$ cat src/rtl/mem_refill_arbiter.sv
// Arbitrates the single memory port between I-cache refills and D-cache refill/write-back
// bursts, generating per-beat word addresses and routing read data to the burst owner.
module mem_refill_arbiter #(
  parameter int ADDR_W    = 32,
  parameter int DATA_W    = 32,
  parameter int BURST_LEN = 4
) (
  input  logic                         clk,
  input  logic                         rst_n,
  input  logic                         i_req,
  input  logic [ADDR_W-1:0]            i_addr,
  output logic                         i_gnt,
  output logic                         i_rvalid,
  output logic [DATA_W-1:0]            i_rdata,
  output logic                         i_done,
  input  logic                         d_req,
  input  logic                         d_we,
  input  logic [ADDR_W-1:0]            d_addr,
  input  logic [DATA_W-1:0]            d_wdata,
  output logic [$clog2(BURST_LEN)-1:0] d_beat,
  output logic                         d_gnt,
  output logic                         d_rvalid,
  output logic [DATA_W-1:0]            d_rdata,
  output logic                         d_done,
  output logic                         mem_req,
  output logic                         mem_we,
  output logic [ADDR_W-1:0]            mem_addr,
  output logic [DATA_W-1:0]            mem_wdata,
  input  logic                         mem_ready,
  input  logic                         mem_rvalid,
  input  logic [DATA_W-1:0]            mem_rdata
);

  localparam int BEAT_W = $clog2(BURST_LEN);
  localparam int CNT_W  = BEAT_W + 1;
  localparam logic [CNT_W-1:0]  FULL      = CNT_W'(BURST_LEN);
  localparam logic [ADDR_W-1:0] LINE_MASK = ADDR_W'(BURST_LEN * 4 - 1);

  typedef enum logic [1:0] {IDLE, BUSY_I, BUSY_D, DONE} state_e;

  state_e              state_q, state_d;
  logic                last_owner_q, last_owner_d;
  logic [ADDR_W-1:0]   base_q, base_d;
  logic                we_q, we_d;
  logic [CNT_W-1:0]    issue_cnt_q, issue_cnt_d;
  logic [CNT_W-1:0]    ret_cnt_q, ret_cnt_d;

  logic busy;
  logic accept;
  logic rd_ret;
  logic pick_d;

  assign busy    = (state_q == BUSY_I) || (state_q == BUSY_D);
  assign mem_req = busy && (issue_cnt_q != FULL);
  assign mem_we  = mem_req && we_q;
  assign accept  = mem_req && mem_ready;
  assign rd_ret  = busy && !we_q && mem_rvalid;

  // last_owner: 0 = I-side, 1 = D-side; on contention the side that did not go last wins
  assign pick_d = (i_req && d_req) ? !last_owner_q : d_req;

  always_ff @(posedge clk or negedge rst_n) begin
    if (!rst_n) begin
      state_q      <= IDLE;
      last_owner_q <= 1'b0;
      base_q       <= '0;
      we_q         <= 1'b0;
      issue_cnt_q  <= '0;
      ret_cnt_q    <= '0;
    end else begin
      state_q      <= state_d;
      last_owner_q <= last_owner_d;
      base_q       <= base_d;
      we_q         <= we_d;
      issue_cnt_q  <= issue_cnt_d;
      ret_cnt_q    <= ret_cnt_d;
    end
  end

  always_comb begin
    state_d      = state_q;
    last_owner_d = last_owner_q;
    base_d       = base_q;
    we_d         = we_q;
    issue_cnt_d  = issue_cnt_q;
    ret_cnt_d    = ret_cnt_q;
    case (state_q)
      IDLE: begin
        if (i_req || d_req) begin
          state_d      = pick_d ? BUSY_D : BUSY_I;
          last_owner_d = pick_d;
          base_d       = (pick_d ? d_addr : i_addr) & ~LINE_MASK;
          we_d         = pick_d && d_we;
          issue_cnt_d  = '0;
          ret_cnt_d    = '0;
        end
      end
      BUSY_I, BUSY_D: begin
        issue_cnt_d = issue_cnt_q + CNT_W'(accept);
        ret_cnt_d   = ret_cnt_q + CNT_W'(rd_ret);
        // Writes finish on the last accepted beat, reads on the last returned word
        if (we_q ? (issue_cnt_d == FULL) : (ret_cnt_d == FULL)) begin
          state_d = DONE;
        end
      end
      DONE: begin
        state_d = IDLE;
      end
      default: begin
        state_d = IDLE;
      end
    endcase
  end

  assign i_gnt     = (state_q == BUSY_I);
  assign d_gnt     = (state_q == BUSY_D);
  assign i_rvalid  = i_gnt && mem_rvalid;
  assign i_rdata   = i_gnt ? mem_rdata : '0;
  assign d_rvalid  = d_gnt && !we_q && mem_rvalid;
  assign d_rdata   = (d_gnt && !we_q) ? mem_rdata : '0;
  assign i_done    = (state_q == DONE) && !last_owner_q;
  assign d_done    = (state_q == DONE) && last_owner_q;
  assign mem_addr  = base_q + (ADDR_W'(issue_cnt_q) << 2);
  assign mem_wdata = mem_we ? d_wdata : '0;
  assign d_beat    = issue_cnt_q[BEAT_W-1:0];

endmodule
$ cat config.mk
export PLATFORM = sky130hd
export DESIGN_NAME = mem_refill_arbiter
export DESIGN_NICKNAME = d
export VERILOG_FILES = /design/src/rtl/mem_refill_arbiter.sv
export SDC_FILE = /design/constraint.sdc
export NUM_CORES = 1
export LEC_CHECK = 0
export BUFFER_PORTS_ARGS = -buffer_cell sky130_fd_sc_hd__buf_2
export CAP_MARGIN = 10
export CORE_ASPECT_RATIO = 0.6
export CORE_UTILIZATION = 35
export DETAILED_ROUTE_END_ITERATION = 10
export GPL_ROUTABILITY_DRIVEN = 0
export PLACE_DENSITY_LB_ADDON = 0.15
export SLEW_MARGIN = 20
export SYNTH_ARGS = -nofsm -noshare
export SYNTH_HDL_FRONTEND = slang
export SYNTH_SLANG_ARGS = --single-unit
$ cat constraint.sdc
create_clock -name clk -period 2.8 [get_ports clk]
set_clock_uncertainty 0.2 [all_clocks]
set_input_delay 0.14 -clock clk [delete_from_list [all_inputs] [get_ports clk]]
set_output_delay 0.14 -clock clk [all_outputs]
set_load 0.02 [all_outputs]
# == After elaboration in Yosys (flattened, before gate mapping) ==
# Index checks and enable logic that the tools add are counted.
# word_totals
mem_count,0
ramBits,0
out_inout_bits,138
latch_bits,0
in_bits,135
register_bits,38
mem_bits_ro,0
# classes
bitwise,0
shifts,0
multipliers,0
div,0
n_reduce_logical,22
addsub,3
n_eq_ne,8
magnitude_cmp,0
n_mux,13
# ops
cell,n
32-bit 2-to-1 mux,4
32-bit by 5-bit adder with 32-bit output,1
1-bit logical AND,12
3-bit case mux with 2 select lines,2
3-bit by 1-bit adder with 3-bit output,2
"3-bit equality test, second input constant",2
2-bit 2-to-1 mux,3
2-bit case mux with 3 select lines,1
2-bit AND reduction,3
"2-bit equality test, second input constant",2
"2-bit != test, second input constant",2
3-bit 2-to-1 mux,1
"3-bit != test, second input constant",1
"2-bit by 1-bit equality test with 1-bit output, second input constant",1
1-bit zero test,2
2-bit zero test,1
1-bit logical OR,2
1-bit 2-to-1 mux,2
2-bit nonzero test,1
2-bit OR reduction,1

# == Longest topological paths before layout ==
# Gate-level depths: netlist (run 1).
# logic_depth
word_depth,9
depth_mapped,11

# == Least setup slack after synthesis (run 1) ==
# OpenSTA, ideal clock, no wires.
# synth_path
kind,reg2reg
from,register state_q[0]
to,register state_q[0]
path_buffers,1
stages_incl_launch_ff,12
arrival_ns,2.763
setup_ns,0.079
setup_slack_ns,-0.243
cell_sequence,dfrtp_1 > inv_1 > ha_1 > a21boi_1 > clkbuf_1 > and2_1 > ha_1 > ha_1 > nand2b_1 > a2111o_1 > a31oi_1 > mux2i_1
# synth_via
elab_chain_cells,9
# synth_lines
item,line,source
"start, declared",41,"state_e state_q, state_d;"
"start signal, assigned",71,state_q <= state_d;
2-bit by 1-bit equality test with 1-bit output or 2-bit equality test (tied branches),53,assign busy = (state_q == BUSY_I) || (state_q == BUSY_D);
1-bit logical OR *,53,
1-bit logical AND *,54,assign mem_req = busy && (issue_cnt_q != FULL);
net mem_req,25,"output logic mem_req,"
1-bit logical AND *,56,assign accept = mem_req && mem_ready;
3-bit by 1-bit adder with 3-bit output *,99,issue_cnt_d = issue_cnt_q + CNT_W'(accept);
3-bit equality test *,102,if (we_q ? (issue_cnt_d == FULL) : (ret_cnt_d == FULL)) begin
1-bit 2-to-1 mux *,102,
2-bit != test (no source line) *,n/a,
2-bit AND reduction (no source line) *,n/a,
# The timed path passes the listed nets; every way through them passes the cells marked *.
# A chain may end at the register's enable or synchronous reset.

# == Worst setup path after layout (run 1) ==
# layout_path
from,register state_q[1]
to,register state_q[1]
# layout_via
elab_chain_cells,9
# layout_lines
item,line
2-bit by 1-bit equality test with 1-bit output or 2-bit equality test (tied branches),"53, 87"
1-bit logical OR,53
1-bit logical AND (on tied branches),"57, 54"
1-bit logical AND (on tied branches),"57, 56"
3-bit by 1-bit adder with 3-bit output (on tied branches),"100, 99"
3-bit equality test,102
1-bit 2-to-1 mux,102
2-bit != test (no source line),n/a
2-bit AND reduction (no source line),n/a
# Parallel ways exist; a longest one is shown, timed or not.

==> flow_summary.toml, run 1 <==
[flow_run]
cap_violations = 0

[synthesis]
syn_area_per_cell_um2 = 8.48
synth_ff_type = "dfrtp_1"
yosysSeqAreaShare_pct = 29.8
synth_area_um2 = 3190
synth-warning-count = 0
synthArstFlopShare_pct = 100
yosys.cell_types.count = 35
syn_inst = 376
synth-edff-count = 0
synth-seq-cells = 38

[sta]
fmax_ghz = 0.372
tightest_slew_ns = 0.912
finalSetupTns_ns = 0
max_slew_margin_pct = 39.2
finalHoldViolCount = 2
fin_crit_ns = 2.69
report.final.slew_viol_count = 0
whs_ns = -0.00545
setup_violations = 0
fin_crit_sh_pct = 96.1
layout_setup_ws_ns = 0.110
rsz0062_at_grt = "true"

[placed_design]
dp_hpwl_mm = 8.98
portBuffers = 262
dp_slack_ns = -0.0439

[route]
drt-total-wl_mm = 11.5
vias = 3728
drc = 28
wl_per_cell_um = 14.5
dr.pass1.iters = 8
drtIter0Drc = 167
avgViaCountPerCell = 4.71
drtAntennaViolNets = 0

[floorplan]
num_rows = 26
initial_core_util_pct = 36.8
die_h_um = 75.9
dieArea_um2 = 9500
die_x_um = 125
top_level_ports = 273
core_region_area_um2 = 8650

[power]
p_per_area_nw_per_um2 = 969
leakagePower_nw = 3.01
ir_drop_mv = 0.574

[clock_network]
cts_sinks = 38
clockBufferDepth = 2
cts_inserted_buffers = 5
clkSlewWorstSetupHoldPaths_ns = 0.06
cts_root_buffer = "clkbuf_16"
cts_max_level = 2
tritoncts = "yes"
clock_latency_ns = 0.27

[global_route]
grt_pass1_wl_mm = 18.8
grt_pass1_vias = 3715
antenna_found_initial = 0
grt.overflow.total = 0
grt_max_degree = 39
grt_use_total_pct = 24.6

[setup_path]
crit_fanout = 3
crit_buf_inv = 1
crit_required_ns = 2.79
slowest_stage = "a2111o_1"
regToRegSetupSlack_ns = 0.11
worstSetupPathType = "flop to flop"
path_cells = "inv_2 > ha_4 > a21boi_4 > and2_1 > ha_1 > ha_1 > nand2b_1 > a2111o_1 > a31oi_4 > mux2i_1"
arrival_ns = 2.68
cp-end-kind = "flop"
max_stage_delay_ns = 0.42
crit_family = "compound AO/OA/AOI/OAI gates"
cp_common_cell = "ha_1"
start_kind = "flop"

[hold_path]
hold_path.class = "primary input to flop"

[outcome]
violations = "DRC, hold timing"
status = "finished with violations"

[final_layout]
final-seq-area_um2 = 951
layout_common_cells = "buf_2, and2_1, dlygate4sd3_1"
n_fill_cell = 776
nets = 824
drive_gt1_share_pct = 42.9
multiInputGateArea_um2 = 2160
layout_commonest_cell = "buf_2"
area_growth_pct = 67.3
num_antenna_cells = 0
[flip-flops by register name, summed over array words and instances, names as in the netlist]
register,cells
base_q,28
issue_cnt_q,3
last_owner_q,1
ret_cnt_q,3
state_q,2
we_q,1
[metal layers]
| layer | global-route usage [%] | routed length, um | vias up |
|---|---|---|---|
| met5 | 0 | 0 | - |
| met4 | 2.80 | 70 | 0 |
| met3 | 6.78 | 843 | 6 |
| met2 | 46.5 | 5750 | 135 |
| met1 | 28.2 | 4810 | 1699 |
| li1 | - | - | 1888 |
[Yosys cell counts (all sizes together), types with 2 or more instances]
| library cell | instances | share of area, % |
|---|---|---|
| a2111o | 2 | 0.71 |
| a21boi | 2 | 0.47 |
| a21oi | 3 | 0.47 |
| a221o | 2 | 0.63 |
| a22o | 4 | 1.1 |
| a31oi | 2 | 0.39 |
| and2 | 72 | 14 |
| and3 | 35 | 6.9 |
| buf | 9 | 1.9 |
| clkbuf | 21 | 2.5 |
| dfrtp | 38 | 30 |
| ha | 10 | 3.9 |
| inv | 3 | 0.35 |
| mux2i | 31 | 9.7 |
| nand2 | 38 | 4.5 |
| nand2b | 6 | 1.2 |
| nand3 | 10 | 1.7 |
| nand3b | 2 | 0.47 |
| nand4 | 10 | 2.4 |
| nor2 | 6 | 0.71 |
| nor2b | 2 | 0.39 |
| nor3 | 3 | 0.79 |
| nor4 | 2 | 1.1 |
| o21ai | 33 | 5.2 |
| xnor2 | 19 | 5.2 |
| xor2 | 7 | 1.9 |
[worst paths after layout]
kind,start,end,cells past startpoint
worst max-delay path,state_q[1],state_q[1],10
worst min-delay path,i_addr[18],base_q[18],3
worst max register to register,state_q[1],state_q[1],10
worst min register to register,base_q[4],base_q[4],2
max in group asynchronous,rst_n,base_q[30],2
min in group asynchronous,rst_n,base_q[16],2
[stage by stage]
step                      utilization, %  area, um2  cells  hold WS [ns]  total power, mW
after CTS                           61.5       5320    791       0.00218             5.18
after global placement              52.9       4580    726         0.118             4.35
after detailed placement            53.3       4610    728         0.124             4.45
after floorplan                        -       3220    377        -0.356             3.38
after global routing                61.6       5330    791       0.00347             5.55
final                               61.6       5330    791      -0.00545             5.17
[final cells by class]
type	count	share of cell area, %
clock buffer	6	2.42
clock inverter	1	0.141
timing repair buffer	325	36.3
tap	112	2.63
multi-input combinational	306	40.5
sequential	38	17.8
inverter	3	0.211
[power breakdown]
part	leakage (nW)	internal (mW)	switching (mW)
clock network	0.0629	0.325	0.209
registers	0.473	0.814	0.325
logic	2.48	1.39	2.10
[cell families after synthesis]
family	count (synthesis)	share of synthesized area, %
AO/OA/AOI/OAI	49	9.27
XOR/XNOR	26	7.15
adder cells (fa/ha/maj)	10	3.93
buffers and inverters	33	4.71
flip-flops	38	29.8
multiplexers	31	9.74
other	1	0.118
AND/OR/NAND/NOR	188	35.3
[timing repair]
item,4_1_cts,5_1_grt
endpoints found under the setup margin,2,7
hold endpoints to repair,66,0
pin swaps,1,3
hold buffers,54,0
resized for setup,3,2
buffers inserted,2,0
[worst reg2reg max path, delay by kind of cell (launching register included)]
family	cells	cell delay, ns
AND/OR/NAND/NOR	2	0.32
multiplexers	1	0.23
adder cells (fa/ha/maj)	3	0.60
flip-flops	1	0.38
buffers and inverters	1	0.10
AO/OA/AOI/OAI	3	0.76
Power figures use the tool's default switching activity.
==> run 2, diff against run 1 <==
==> constraint.sdc (replaced) <==
create_clock -name clk -period 2.3 [get_ports clk]
set_clock_uncertainty 0.2 [all_clocks]
set_input_delay 0.115 -clock clk [delete_from_list [all_inputs] [get_ports clk]]
set_output_delay 0.115 -clock clk [all_outputs]
set_load 0.02 [all_outputs]
==> run 2 against run 1 <==
Effect of this change: the run ends with DRC, hold timing, setup timing left; hold slack lost 0.030 ns; critical path depth is the same; utilization grew 4.7 points; clock-buffer cell count grew 1; first-iteration DRC count shrank 4.8%; maximum frequency grew 5.7%; non-clock buffer count grew 25; power grew 32%; via count grew 4.5%; die area is the same; sequential share of layout area shrank 1.2 points; cell count grew 3.4%; largest cell class unchanged.
==> flow_summary.toml, run 2 (synthesis results as in run 1) <==
[route]
drtIter0Drc = 159
vias = 3895
wl_per_cell_um = 14.7
drtAntennaViolNets = 0
drt-total-wl_mm = 12.0
avgViaCountPerCell = 4.76
drc = 12
dr.pass1.iters = 10

[clock_network]
cts_max_level = 2
cts_sinks = 38
clock_latency_ns = 0.28
cts_root_buffer = "clkbuf_16"
clkSlewWorstSetupHoldPaths_ns = 0.06
tritoncts = "yes"
clockBufferDepth = 2
cts_inserted_buffers = 5

[sta]
fmax_ghz = 0.393
fin_crit_ns = 2.54
fin_crit_sh_pct = 111
max_slew_margin_pct = 40.1
setup_violations = 2
report.final.slew_viol_count = 0
whs_ns = -0.0353
tightest_slew_ns = 0.899
rsz0062_at_grt = "true"
layout_setup_ws_ns = -0.245
finalHoldViolCount = 1

[setup_path]
start_kind = "flop"
worstSetupPathType = "flop to flop"
crit_fanout = 3
cp-end-kind = "flop"
worstReg2RegStart = "state_q[1]"
arrival_ns = 2.54
startpoint = "state_q[1]"
crit_required_ns = 2.29

[floorplan]
core_region_area_um2 = 8650
dieArea_um2 = 9500
die_x_um = 125
top_level_ports = 273
die_h_um = 75.9
num_rows = 26
initial_core_util_pct = 36.8

[flow_run]
cap_violations = 0

[final_layout]
drive_gt1_share_pct = 46.7
layout_common_cells = "buf_2, and2_1, dlygate4sd3_1"
top_register = "base_q"
reg.largest.list = "base_q (28), issue_cnt_q (3), ret_cnt_q (3)"
layout_commonest_cell = "buf_2"
area_growth_pct = 80.2
largest_register_ffs = 28
layoutNonFillerInstCount = 818
n_fill_cell = 750
nets = 849

[outcome]
status = "finished with violations"
violations = "DRC, hold timing, setup timing"

[global_route]
grt_pass1_vias = 3855
grt.overflow.total = 0
grt_use_total_pct = 24.1
grt_max_degree = 57
antenna_found_initial = 1
grt_pass1_wl_mm = 18.6

[power]
p_per_area_nw_per_um2 = 1180
ir_drop_mv = 0.711
leakagePower_nw = 3.18
total_power_mw = 6.80

[hold_path]
hold_start = "d_addr[30]"
hold_path.class = "primary input to flop"

[placed_design]
dp_slack_ns = -0.254
dp_hpwl_mm = 8.33
portBuffers = 262
place_inst = 737
run 2: changes by cell type in the layout (fill, tap and decap cells not counted), moves of 3 or more:
| cell | previous run | this run |
|---|---|---|
| buf_2 | 262 | 255 |
| buf_4 | 7 | 32 |
| dfrtp_1 | 38 | 34 |
| dfrtp_2 | 0 | 4 |
| dlygate4sd3_1 | 54 | 59 |
| ha_1 | 9 | 3 |
| ha_4 | 1 | 5 |
| nand2b_1 | 6 | 3 |
| nand2b_4 | 0 | 3 |
run 2: worst max-delay path, cell delays in order, from the launching register on:
cell      delay [ns]
dfrtp_1         0.39
inv_2           0.08
ha_4            0.21
a21boi_4        0.14
and2_4          0.14
ha_4            0.15
ha_4            0.17
nand2b_4        0.14
a2111o_1        0.41
a31oi_4         0.19
mux2i_1         0.23
run 2: final cells by class:
| class | instances | area [um2] | area share (%) |
|---|---|---|---|
| antenna | 1 | 2.50 | 0.0436 |
| clock buffer | 7 | 133 | 2.31 |
| clock inverter | 1 | 30.0 | 0.523 |
| inverter | 3 | 11.3 | 0.196 |
| multi-input combinational | 306 | 2270 | 39.6 |
| sequential | 38 | 956 | 16.6 |
| tap | 112 | 140 | 2.44 |
| timing repair buffer | 350 | 2200 | 38.3 |
run 2: metrics by stage:
stage	hold slack (ns)	util, %	TNS, ns	cell area, um2
2_1_floorplan	-0.381	-	-0.694	3270
3_3_place_gp	0.0773	54.6	-0.353	4720
3_5_place_dp	0.0883	54.6	-0.475	4720
4_1_cts	0.0656	64.5	-0.398	5580
5_1_grt	0.0400	66.4	-0.722	5740
6_report	-0.0353	66.4	-0.456	5740
run 2: final timing paths:
| check | end | slack [ns] | cells past startpoint |
|---|---|---|---|
| min in group asynchronous | base_q[11] | 0.29 | 2 |
| max in group asynchronous | base_q[10] | 1.00 | 2 |
| worst max-delay path | state_q[1] | -0.24 | 10 |
| worst max register to register | state_q[1] | -0.24 | 10 |
| worst min-delay path | base_q[30] | -0.04 | 3 |
| worst min register to register | base_q[31] | 0.30 | 2 |
run 2: power breakdown:
part	leakage (nW)	internal [mW]	switching [mW]
registers	0.469	0.998	0.389
clock network	0.0781	0.513	0.277
logic	2.64	1.94	2.68
run 2: metal layers:
metal / vias to the layer above / track usage (%) / part of all wire (%)
li1: 1946 / - / -
met1: 1789 / 29.1 / 44
met2: 143 / 43.2 / 48
met3: 17 / 5.51 / 6.5
met4: 0 / 6.46 / 1.6
met5: - / 0 / 0
run 2: timing repair:
item / 4_1_cts / 5_1_grt
gates cloned: 0 / 2
hold buffers: 60 / 0
pin swaps: 4 / 7
setup endpoints to repair: 20 / 20
buffers inserted: 5 / 6
gates resized for setup: 11 / 17
hold endpoints to repair: 68 / 0
